File: src/rtl/toggle_req_responder.sv
// Responder side of a two-phase toggle req/ack link.
// Synchronizes req_tog, presents each event on valid/ready, acks on completion.
module toggle_req_responder #(
  parameter int DATA_W      = 8,
  parameter int SYNC_STAGES = 2,
  parameter int CNT_W       = 8
) (
  input  logic              clk,
  input  logic              reset,
  input  logic              req_tog,
  input  logic [DATA_W-1:0] req_data,
  output logic              evt_valid,
  output logic [DATA_W-1:0] evt_data,
  input  logic              evt_ready,
  output logic              ack_tog,
  output logic [CNT_W-1:0]  evt_count,
  output logic              proto_err,
  input  logic              err_clr
);

  typedef enum logic {
    IDLE,
    HOLD
  } state_e;

  localparam logic [CNT_W-1:0] CNT_MAX = '1;

  state_e                 state_q, state_d;
  logic [SYNC_STAGES-1:0] sync_q, sync_d;
  logic                   req_seen_q, req_seen_d;
  logic                   evt_valid_q, evt_valid_d;
  logic [DATA_W-1:0]      evt_data_q, evt_data_d;
  logic                   ack_tog_q, ack_tog_d;
  logic [CNT_W-1:0]       evt_count_q, evt_count_d;
  logic                   proto_err_q, proto_err_d;

  logic req_sync;
  logic toggle_det;
  logic viol;

  assign req_sync   = sync_q[SYNC_STAGES-1];
  assign toggle_det = req_sync ^ req_seen_q;

  always_comb begin
    sync_d[0] = req_tog;
    for (int i = 1; i < SYNC_STAGES; i++) begin
      sync_d[i] = sync_q[i-1];
    end
  end

  always_comb begin
    state_d     = state_q;
    req_seen_d  = req_seen_q;
    evt_valid_d = evt_valid_q;
    evt_data_d  = evt_data_q;
    ack_tog_d   = ack_tog_q;
    evt_count_d = evt_count_q;
    viol        = 1'b0;
    unique case (state_q)
      IDLE: begin
        if (toggle_det) begin
          evt_data_d  = req_data;
          req_seen_d  = req_sync;
          evt_valid_d = 1'b1;
          state_d     = HOLD;
        end
      end
      HOLD: begin
        if (evt_valid_q && evt_ready) begin
          evt_valid_d = 1'b0;
          ack_tog_d   = ~ack_tog_q;
          if (evt_count_q != CNT_MAX) begin
            evt_count_d = evt_count_q + 1'b1;
          end
          state_d = IDLE;
        end
        // a second toggle while pending is dropped, only flagged
        if (toggle_det) begin
          viol       = 1'b1;
          req_seen_d = req_sync;
        end
      end
      default: state_d = IDLE;
    endcase
    proto_err_d = (proto_err_q & ~err_clr) | viol;
  end

  always_ff @(posedge clk) begin
    if (reset) begin
      state_q     <= IDLE;
      sync_q      <= '0;
      req_seen_q  <= 1'b0;
      evt_valid_q <= 1'b0;
      evt_data_q  <= '0;
      ack_tog_q   <= 1'b0;
      evt_count_q <= '0;
      proto_err_q <= 1'b0;
    end else begin
      state_q     <= state_d;
      sync_q      <= sync_d;
      req_seen_q  <= req_seen_d;
      evt_valid_q <= evt_valid_d;
      evt_data_q  <= evt_data_d;
      ack_tog_q   <= ack_tog_d;
      evt_count_q <= evt_count_d;
      proto_err_q <= proto_err_d;
    end
  end

  assign evt_valid = evt_valid_q;
  assign evt_data  = evt_data_q;
  assign ack_tog   = ack_tog_q;
  assign evt_count = evt_count_q;
  assign proto_err = proto_err_q;

endmodule

File: config.mk
export PLATFORM = sky130hd
export DESIGN_NAME = toggle_req_responder
export DESIGN_NICKNAME = d
export VERILOG_FILES = /design/src/rtl/toggle_req_responder.sv
export SDC_FILE = /design/constraint.sdc
export NUM_CORES = 1
export LEC_CHECK = 0
export BUFFER_PORTS_ARGS = -buffer_cell sky130_fd_sc_hd__buf_2
export CORE_UTILIZATION = 50
export CTS_BUF_LIST = sky130_fd_sc_hd__clkbuf_2 sky130_fd_sc_hd__clkbuf_4 sky130_fd_sc_hd__clkbuf_8
export DETAILED_ROUTE_END_ITERATION = 16
export MAX_ROUTING_LAYER = met4
export PLACE_DENSITY = 0.8
export SLEW_MARGIN = 15
export SYNTH_ARGS = -nofsm -noshare
export SYNTH_HDL_FRONTEND = slang
export SYNTH_SLANG_ARGS = --single-unit
File: constraint.sdc
create_clock -name clk -period 2.2 [get_ports clk]
set_clock_uncertainty 0.1 [all_clocks]
set_input_delay 0.44 -clock clk [delete_from_list [all_inputs] [get_ports clk]]
set_output_delay 0.44 -clock clk [all_outputs]
set_load 0.02 [all_outputs]
Word level (Yosys, flattened, before mapping)
Cells that the tools add are included.
W data, S select, Z words.
{ "classes": {"addsub": 1, "n_mul": 0, "n_div": 0, "n_lt_le_gt_ge": 0, "n_eq_ne": 3, "n_shift": 0, "muxes": 8, "bitwise": 6, "reduce_logical": 5} }
{ "ops": {"columns": ["cell", "n"], "rows": [
  ["$add A8 B1 Y8 const B", 1],
  ["$ne A8 B8 Y1 const B", 1],
  ["$mux W1", 6],
  ["$reduce_and A2 Y1", 3],
  ["$pmux W1 S2", 2],
  ["$not A1 Y1", 3],
  ["$reduce_and A3 Y1", 1],
  ["$ne A2 B1 Y1 const B", 1],
  ["$ne A2 B2 Y1 const B", 1],
  ["$and A1 B1 Y1", 1],
  ["$logic_and A1 B1 Y1", 1],
  ["$or A1 B1 Y1", 1],
  ["$xor A1 B1 Y1", 1]
]} }
{ "word_totals": {"regBits": 23, "latchBits": 0, "mem_bits_rw": 0, "mem_bits_ro": 0, "inputBits": 13, "wordCells": 31, "mem_count": 0} }

Logic depth before layout (Yosys ltp)
Gate-level depths: netlist of the first run.
{ "depth": {"word_depth": 4, "depth_mapped": 5} }

Worst setup path before layout of the first run
No wires, ideal clock.
{ "synth_timing": {"path_kind": "reg2reg", "start": "register evt_valid_q, in the netlist evt_valid", "end": "register evt_count_q[5], in the netlist evt_count[5]", "setup_ns": 0.071, "t_arrival_ns": 1.494, "setup_slack_ns": 0.535, "path_stages_with_launch": 6, "n_path_buf": 1, "path_cell_list": "dfxtp_1 and3_1 buf_6 nand4_4 or4_1 a21oi_1"} }
{ "synth_between": {"elab_chain_cells": 2} }
{ "synth_lines": {"columns": ["element", "line", "rtl"], "rows": [
  ["from (decl)", "31", "logic evt_valid_q, evt_valid_d;"],
  ["from (signal assigned)", "102", "evt_valid_q <= evt_valid_d;"],
  ["$logic_and A1 B1 Y1", "69", "if (evt_valid_q && evt_ready) begin"],
  ["$reduce_and A3 Y1 (no line)", null, null],
  ["to (signal assigned)", "105", "evt_count_q <= evt_count_d;"],
  ["to (decl)", "34", "logic [CNT_W-1:0] evt_count_q, evt_count_d;"]
]} }
No other way between the ends.
A chain may end at the register's enable or synchronous reset.

Worst setup path after layout of the first run
{ "layout_timing": {"start": "register state_q", "end": "register evt_count_q[5], in the netlist evt_count[5]"} }
{ "layout_between": {"elab_chain_cells": 1} }
{ "layout_lines": {"columns": ["element", "line", "rtl"], "rows": [
  ["from (decl)", "28", "state_e state_q, state_d;"],
  ["from (signal assigned)", "99", "state_q <= state_d;"],
  ["$reduce_and A3 Y1 (no line)", null, null]
]} }
No other way between the ends.

==> flow_metrics.tcl, run 1 <==
set metrics [dict create \
    multiInputGateArea_um2 419 \
    ctsLongestPathBuffers 2 \
    cts_setup_buffers 0 \
    dp_hpwl_um 1270 \
    clkPwrFrac_pct 27.8 \
    die_x_um 44.6 \
    ir_worst_vdd_mv 0.516 \
    ys_ff_latch 23 \
    cts.sinks 23 \
    setup-violations-final 0 \
    drt-initial-drc-count 10 \
    area_growth_pct 21.0 \
    clock.fmax_mhz 569 \
    worstPathArrival_ps 1910 \
    p_comb_share_pct 9.4 \
    cts_tree "yes" \
    insertion_delay_ps 310 \
    cts_buffers 3 \
    dp.cells 146 \
    synth.distinct_cells 27 \
    seq_area_frac_synth_pct 50.8 \
    antenna_left 0 \
    power.internal_uw 525 \
    seq_area_um2 460 \
    cp_slowest_cell "or4_1" \
    path_delay_family "simple AND/OR/NAND/NOR gates" \
    overflow 0 \
    grt_pass1_vias 702 \
    finalHoldViolCount 0 \
    instances_no_fill 150 \
    fillers 154 \
    cts-resized-gates 0 \
    finalCritPeriodShare_pct 79.9 \
    die_h_um 44.6 \
    antenna_found_initial 0 \
    port_buffers 31 \
    synth.area.top_cells "dfxtp_1 51%, mux2i_1 11%, nor2_1 7.4%" \
    grt_usage_pct 21.1 \
    p_per_area_mw_per_mm2 635 \
    layout.nets 140 \
    status "completed" \
    maxCapViolations 0 \
    h-tree-depth 1 \
    synth_area_per_cell_um2 9.65 \
    grt_start_max_net_pins 24 \
    finalMaxSlewViolations 0 \
    worstSetupPathType "reg -> reg" \
    max_slew.worst_pin.slew_ps 388 \
    crit_path_max_fanout 7 \
    n_antenna_cell 0 \
    yosysTopAreaCellShare_pct 50.8 \
    critPathRequiredTime_ps 2350 \
    switching_power_uw 171 \
    cp_num_buf_inv 0 \
    seqPwrFrac_pct 62.8 \
    syn-cell-area_um2 907 \
    syn-instance-count 94 \
    die_area_mm2 0.00199 \
    wl_per_cell_um 11.6 \
    layout-drive-gt1-share_pct 29.6 \
    switching_share_pct 24.5 \
    drcViolationCount 0 \
    routed_wl_um 1740 \
    fp-row-count 15 \
    via_per_inst 5.20 \
    grt_pass1_wl_um 2940 \
    period_minus_slack_ps 1760 \
    start_kind "flop" \
    cts_root_buf "clkbuf_4" \
    gp_congestion 0.860 \
    end_kind "flop" \
    syn_nets 108 \
    core_area_mm2 0.00171 \
    worstPathCellList "and3_1, nand4_4, or4_1, a21oi_1" \
    clkTransAtPathRegs_ps 120 \
    initial_utilization_pct 53.1 \
    slew_headroom_pct 73.9 \
    finalSetupTns_ps 0 \
    yosys_warnings 0 \
    drt-pass1-iter-count 4 \
    hold_buffers 0 \
    leakage_uw 0.000499 \
    hp-class "in -> reg" \
    slowest_delay_ps 490 \
    yosysTopAreaCell "dfxtp_1" \
    io_pins 32 \
    vias 780 \
    rsz0062_at_grt "no" \
]
-- cells in the mapped netlist --
cell and number:
mux2i_1 10, nor2_1 18, nor2b_1 4, nand4_1 1, xnor2_1 1, nand4_4 1
or3_1 1, nor3_1 6, and2_1 1, nand3_1 3, buf_6 1, o21ai_0 2
buf_2 1, nor4_1 1, and2b_2 1, and3_1 1, o31ai_1 1, ha_1 1
nand2_1 3, or4_1 1, clkbuf_1 2, inv_1 1, o21a_1 1, a21oi_1 4
o2111ai_1 1, xor2_1 3, dfxtp_1 23
-- logic make-up after synthesis --
kind of cell | after synthesis | share of synthesized area [%]
simple gates | 42 | 24.0
xor+xnor | 4 | 3.86
flops | 23 | 50.8
fa+ha+maj | 1 | 1.38
compound gates | 9 | 5.93
mux | 10 | 11.0
buf+inv | 5 | 3.03
-- routing by layer --
metal	GRT usage, %	wire length, µm	vias up
met4	12.7	40	0
met3	3.67	126	4
met5	-	0	-
met1	24.1	763	352
met2	34.4	806	38
li1	-	-	386
-- flip-flops by register name, summed over array words and instances, names as in the netlist --
register and count:
ack_tog 1, evt_count 8, evt_data 8, evt_valid 1, proto_err 1, req_seen_q 1
state_q 1, sync_q 2
-- final timing paths --
| check | start | endpoint | slack [ps] | cells after the start |
|---|---|---|---|---|
| setup / recovery | state_q | evt_count[5] | 440 | 4 |
| setup reg to reg | state_q | evt_count[5] | 440 | 4 |
| hold reg to reg | sync_q[0] | sync_q[1] | 350 | 1 |
| hold / removal | req_tog | sync_q[0] | 230 | 2 |
-- cell usage in the layout, fill, tap and decap left out, types with 2 or more instances in the layout --
cell type  Yosys  final
nor2_1        18     18
nand2_1        3      3
clkbuf_4       0      3
nand3_1        3      3
xor2_1         3      3
mux2i_1       10     10
buf_2          1     31
dfxtp_1       23     23
a21oi_1        4      4
nor3_1         6      6
nor2b_1        4      4
o21ai_0        2      2
-- worst register-to-register path: cells and delay by family, from the launching register on --
kind	cells	cell delay, ps
compound gates	1	140
simple gates	3	1040
flops	1	410
-- metrics by stage --
step | hold WS, ps | util [%] | setup slack (ps) | total power [µW] | area [µm²]
floorplan | 314 | - | 535 | 488 | 907
global placement | 320 | 62.6 | 418 | 509 | 1070
detailed placement | 331 | 62.6 | 345 | 512 | 1070
CTS | 228 | 64.2 | 449 | 704 | 1100
global route | 221 | 64.2 | 328 | 727 | 1100
finish | 232 | 64.2 | 443 | 696 | 1100
-- cell type report --
type                       instances  area share [%]
clock buffer                       3            2.05
sequential                        23            42.0
clock inverter                     1           0.456
timing repair buffer              31            14.1
tap                               25            2.85
inverter                           1           0.342
multi-input combinational         66            38.2
-- power groups by stage --
stage	logic (µW)	clock network [µW]	registers (µW)
after floorplan	30.8	0	457
after global placement	63.7	0	445
after detailed placement	65.6	0	446
after CTS	65.8	200	437
after global routing	71.3	216	440
final	65.6	193	437
Power figures use the tool's default switching activity.
==> run 2: changes to the inputs <==
--- a/config.mk
+++ b/config.mk
@@ -5,12 +5,13 @@
 export SDC_FILE = /design/constraint.sdc
 export NUM_CORES = 1
 export LEC_CHECK = 0
+export ABC_AREA = 1
 export BUFFER_PORTS_ARGS = -buffer_cell sky130_fd_sc_hd__buf_2
-export CORE_UTILIZATION = 50
+export CORE_UTILIZATION = 46
 export CTS_BUF_LIST = sky130_fd_sc_hd__clkbuf_2 sky130_fd_sc_hd__clkbuf_4 sky130_fd_sc_hd__clkbuf_8
 export DETAILED_ROUTE_END_ITERATION = 16
 export MAX_ROUTING_LAYER = met4
-export PLACE_DENSITY = 0.8
+export PLACE_DENSITY = 0.77
 export SLEW_MARGIN = 15
 export SYNTH_ARGS = -nofsm -noshare
 export SYNTH_HDL_FRONTEND = slang
==> constraint.sdc (replaced) <==
create_clock -name clk -period 1.6 [get_ports clk]
set_clock_uncertainty 0.1 [all_clocks]
set_input_delay 0.32 -clock clk [delete_from_list [all_inputs] [get_ports clk]]
set_output_delay 0.32 -clock clk [all_outputs]
set_load 0.02 [all_outputs]
==> flow_metrics.tcl, run 2 <==
set metrics [dict create \
    setup-violations-final 0 \
    synth_xor_area_share_pct 0 \
    slew_headroom_pct 73.8 \
    fp-row-count 16 \
    clock.fmax_mhz 702 \
    wl_per_cell_um 11.0 \
    ys_top_cells_by_count "23 x dfxtp_1, 23 x nand2_1, 18 x inv_1, 18 x nor2_1, 15 x a21oi_1" \
    r2r_start "evt_count[1]" \
    grt_pass1_wl_um 3230 \
    start_kind "flop" \
    syn_nets 143 \
    n_antenna_cell 0 \
    fin_ws_ps 176 \
    yosysTopAreaCell "dfxtp_1" \
    dp_hpwl_um 1490 \
    ir_worst_vdd_mv 0.469 \
    seqPwrFrac_pct 61.4 \
    ctsLongestPathBuffers 2 \
    layout_common_cells "31 x buf_2, 23 x nand2_1, 21 x dfxtp_1, 18 x inv_1, 17 x nor2_1" \
    yosys_warnings 0 \
    cp_slowest_cell "dfxtp_2" \
    switching_power_uw 237 \
    port_buffers 31 \
    yosysTopAreaCellShare_pct 47.5 \
    antenna_left 0 \
    maxCapViolations 0 \
    synth.area.top_cells "dfxtp_1 47%, nand2_1 8.9%, a21oi_1 7.7%" \
    hold_ws_ps 101 \
    finalCritPeriodShare_pct 89.0 \
    drt-initial-drc-count 15 \
    grt_start_max_net_pins 14 \
    cts_buffers 3 \
    die_x_um 47.9 \
    die_h_um 47.9 \
    hp-class "in -> reg" \
    setup.worst_path.start "evt_count[1]" \
    insertion_delay_ps 300 \
    syn-cell-area_um2 970 \
    worstPathArrival_ps 1540 \
    vias 945 \
    worstPathCellList "ha_1, nand2_1, nor2_2, nand2_2, nand2_1, inv_1, nor2_1, nor2_1" \
    die_area_mm2 0.00230 \
    syn-instance-count 129 \
    cp_num_buf_inv 1 \
    area_growth_pct 21.8 \
    synth.distinct_cells 20 \
    gp_congestion 0.769 \
    antenna_found_initial 0 \
    finalSetupTns_ps 0 \
    routed_wl_um 2090 \
    synth_mux_area_share_pct 0 \
    io_pins 32 \
    synth_area_per_cell_um2 7.52 \
    r2r_setup_slack_ps 180 \
    drt-pass1-iter-count 4 \
    final_common_cell "buf_2" \
    clkTransAtPathRegs_ps 120 \
    max_slew.worst_pin.slew_ps 393 \
    dp.cells 185 \
    end_kind "flop" \
    switching_share_pct 24.2 \
    clkPwrFrac_pct 28.5 \
    layout.nets 177 \
    leakage_uw 0.000552 \
    overflow 0 \
    hold_path.startpoint "req_tog" \
    power.internal_uw 741 \
    synthAdderAreaFrac_pct 1.29 \
    drcViolationCount 0 \
    core_area_mm2 0.00196 \
    dp_slack_ps 189 \
    synth_ff_type "dfxtp_1" \
    finalMaxSlewViolations 0 \
    synth_top_family_by_area "simple AND/OR/NAND/NOR gates" \
    yosys.area_share.simple_pct 31.1 \
    grt_usage_pct 20.6 \
    instances_no_fill 189 \
    cts-resized-gates 0 \
    p_comb_share_pct 10.1 \
    cts.sinks 23 \
    path_delay_family "simple AND/OR/NAND/NOR gates" \
    ys_ff_latch 23 \
    cts_root_buf "clkbuf_4" \
    hold_buffers 0 \
    status "completed" \
    h-tree-depth 1 \
    via_per_inst 5.00 \
    fillers 200 \
    period_minus_slack_ps 1420 \
    seq_area_frac_synth_pct 47.5 \
    layout-drive-gt1-share_pct 28.4 \
    p_total_uw 978 \
    synth_compound_area_share_pct 10.7 \
    slowest_delay_ps 380 \
    worstSetupPathType "reg -> reg" \
    async_reset_ff_share_pct 0 \
    critPathRequiredTime_ps 1710 \
    grt_pass1_vias 773 \
    crit_path_max_fanout 7 \
    cts_tree "yes" \
    initial_utilization_pct 49.4 \
    synth-edff-count 0 \
    cts_setup_buffers 0 \
    finalHoldViolCount 0 \
    p_per_area_mw_per_mm2 828 \
]
==> run 2: final timing paths <==
kind	endpoint	cells after the start
max	evt_count[0]	8
min	sync_q[0]	3
max reg2reg	evt_count[0]	8
min reg2reg	sync_q[1]	2
==> run 2: routing by layer <==
metal | GRT usage (%) | share of wire (%)
met5 | - | 0
met4 | 7.22 | 0.53
met1 | 25.9 | 47
met2 | 32.2 | 50
met3 | 4.91 | 3.4
==> run 2: through the flow <==
step                util [%]  area, µm²
floorplan                  -        970
global placement        58.4       1150
detailed placement      58.4       1150
CTS                     59.9       1180
global route            60.2       1180
finish                  60.2       1180
==> run 2: power groups by stage <==
stage               Clock (µW)  Combinational (µW)  Sequential, µW
floorplan                    0                48.7             627
global placement             0                96.7             612
detailed placement           0                99.1             613
CTS                        290                99.2             600
global route               310                 112             603
finish                     278                99.2             600
==> run 2: logic make-up after synthesis <==
family,count (synthesis)
flip-flops,23
AO/OA/AOI/OAI,20
adder cells (fa/ha/maj),1
AND/OR/NAND/NOR,63
buffers and inverters,22
==> run 2: cell type report <==
class                   instances  area, µm²  area share (%)
repair buffers                 32        163            13.8
inverters                      19       71.3            6.04
multi-input cells              84        420            35.6
well taps                      27       33.8            2.86
flip-flops and latches         23        463            39.2
clock buffers                   4       30.0            2.54
==> run 2: worst reg2reg max path, stage by stage (launching register included) <==
cell and delay (ps):
dfxtp_2 380, ha_1 160, nand2_1 110, nor2_2 130, nand2_2 120, nand2_1 120
inv_1 60, nor2_1 90, nor2_1 50
==> run 3: changes to the inputs <==
--- a/config.mk
+++ b/config.mk
@@ -7,11 +7,11 @@
 export LEC_CHECK = 0
 export ABC_AREA = 1
 export BUFFER_PORTS_ARGS = -buffer_cell sky130_fd_sc_hd__buf_2
-export CORE_UTILIZATION = 46
+export CORE_UTILIZATION = 39
 export CTS_BUF_LIST = sky130_fd_sc_hd__clkbuf_2 sky130_fd_sc_hd__clkbuf_4 sky130_fd_sc_hd__clkbuf_8
 export DETAILED_ROUTE_END_ITERATION = 16
 export MAX_ROUTING_LAYER = met4
-export PLACE_DENSITY = 0.77
+export PLACE_DENSITY = 0.67
 export SLEW_MARGIN = 15
 export SYNTH_ARGS = -nofsm -noshare
 export SYNTH_HDL_FRONTEND = slang
==> flow_metrics.tcl, run 3 (same netlist as run 2, synthesis figures left out) <==
set metrics [dict create \
    cts.sinks 23 \
    cp_slowest_cell "dfxtp_2" \
    drt-pass1-iter-count 4 \
    routed_wl_um 1980 \
    p_per_area_mw_per_mm2 823 \
    area_growth_pct 21.4 \
    antenna_left 0 \
    worstSetupPathType "reg -> reg" \
    finalCritPeriodShare_pct 89.9 \
    worstPathArrival_ps 1560 \
    max_slew.worst_pin.slew_ps 383 \
    insertion_delay_ps 320 \
    r2r_setup_slack_ps 160 \
    gp_congestion 0.764 \
    setup.worst_path.start "evt_count[0]" \
    crit_path_max_fanout 7 \
    cts_tree "yes" \
    slowest_delay_ps 360 \
    vias 948 \
    wl_per_cell_um 10.4 \
    initial_utilization_pct 42.6 \
    h-tree-depth 1 \
    switching_power_uw 248 \
    clkPwrFrac_pct 28.0 \
    ctsLongestPathBuffers 2 \
    grt_pass1_wl_um 3440 \
    period_minus_slack_ps 1440 \
    maxCapViolations 0 \
    die_x_um 51.9 \
    layout.nets 177 \
    fp-row-count 17 \
    hp-class "in -> reg" \
    switching_share_pct 25.6 \
    crit_cells 7 \
    port_buffers 31 \
    drcViolationCount 0 \
    cp_num_buf_inv 0 \
    via_per_inst 4.99 \
    critPathRequiredTime_ps 1720 \
    final_common_cell "buf_2" \
    fin_util_pct 51.7 \
    critPathCapture "evt_count[1]" \
    grt_usage_pct 17.9 \
    leakage_uw 0.000551 \
    drt-initial-drc-count 16 \
    die_h_um 51.9 \
    power.internal_uw 721 \
    finalHoldViolCount 0 \
    finalMaxSlewViolations 0 \
    r2r_start "evt_count[0]" \
    io_pins 32 \
    path_delay_family "simple AND/OR/NAND/NOR gates" \
    p_comb_share_pct 10.2 \
    layout_common_cells "31 x buf_2, 23 x nand2_1, 21 x dfxtp_1, 18 x inv_1, 18 x nor2_1" \
    clock.fmax_mhz 695 \
    dp_hpwl_um 1490 \
    setup-violations-final 0 \
    die_area_mm2 0.00269 \
    start_kind "flop" \
    cts_buffers 3 \
    finalSetupTns_ps 0 \
    grt_pass1_vias 835 \
    worst-r2r-cell-count 7 \
    layout-drive-gt1-share_pct 27.8 \
    rsz0062_at_grt "no" \
    end_kind "flop" \
    cts_root_buf "clkbuf_4" \
    ir_worst_vdd_mv 0.468 \
    antenna_found_initial 0 \
    grt_start_max_net_pins 14 \
    core_area_mm2 0.00228 \
    clkTransAtPathRegs_ps 120 \
    slew_headroom_pct 74.5 \
    overflow 0 \
    seqPwrFrac_pct 61.8 \
    n_antenna_cell 0 \
    worstPathCellList "ha_1, nand2_1, nor2_1, nand2_2, nand2_1, o21ai_0, nor2_1" \
    worst_r2r_endpoint "evt_count[1]" \
    status "completed" \
]
## run 3: cell count changes in the layout (fill, tap and decap cells not counted)
cell,delta
nor2_1,+1
nor2_2,-1
clkbuf_4,-1
clkinv_2,+1
## run 3: through the flow
| stage | cells | power, µW | worst slack, ps | hold slack (ps) | cell area, µm² |
|---|---|---|---|---|---|
| finish | 190 | 969 | 162 | 92.5 | 1180 |
| global route | 190 | 1020 | 19.2 | 86.4 | 1180 |
| CTS | 190 | 982 | 142 | 81.7 | 1170 |
| detailed placement | 186 | 712 | 160 | 299 | 1150 |
| global placement | 186 | 709 | 243 | 297 | 1150 |
| floorplan | 129 | 676 | 130 | 288 | 970 |
## run 3: repair_timing
action,in CTS,in global routing
hold buffers,0,0
endpoints found under the setup margin,0,3
gates resized for setup,0,2
setup buffers,0,0
## run 3: area by class of cell
type	instances	area, µm²
fillers	233	1100
flip-flops and latches	23	463
multi-input cells	84	418
repair buffers	32	163
inverters	19	71.3
well taps	28	35.0
clock buffers	3	22.5
clock inverters	1	5.00
## run 3: metal layers
layer	routed length, µm	track usage, %	up-vias
met5	0	-	-
met4	30	8.11	0
met3	114	6.43	4
met2	977	28.2	26
met1	856	20.3	436
li1	-	-	482
## run 3: power groups by stage
stage | registers (µW) | clock network, µW | logic, µW
floorplan | 627 | 0 | 48.7
global placement | 612 | 0 | 97.8
detailed placement | 612 | 0 | 99.1
CTS | 600 | 283 | 99.3
global route | 602 | 306 | 111
finish | 599 | 271 | 98.7
## run 3: how the worst min path moves through the flow
stage                     cells past startpoint   endpoint  slack [ps]  startpoint
after global placement                        2  sync_q[1]         300   sync_q[0]
after CTS                                     3  sync_q[0]          80     req_tog
final                                         3  sync_q[0]          90     req_tog
after detailed placement                      2  sync_q[1]         300   sync_q[0]
after floorplan                               2  sync_q[1]         290   sync_q[0]
after global routing                          3  sync_q[0]          90     req_tog
## run 3: worst reg2reg max path, stage by stage (launching register included)
cell and delay, ps:
dfxtp_2 360, ha_1 200, nand2_1 120, nor2_1 60
nand2_2 130, nand2_1 100, o21ai_0 200, nor2_1 70
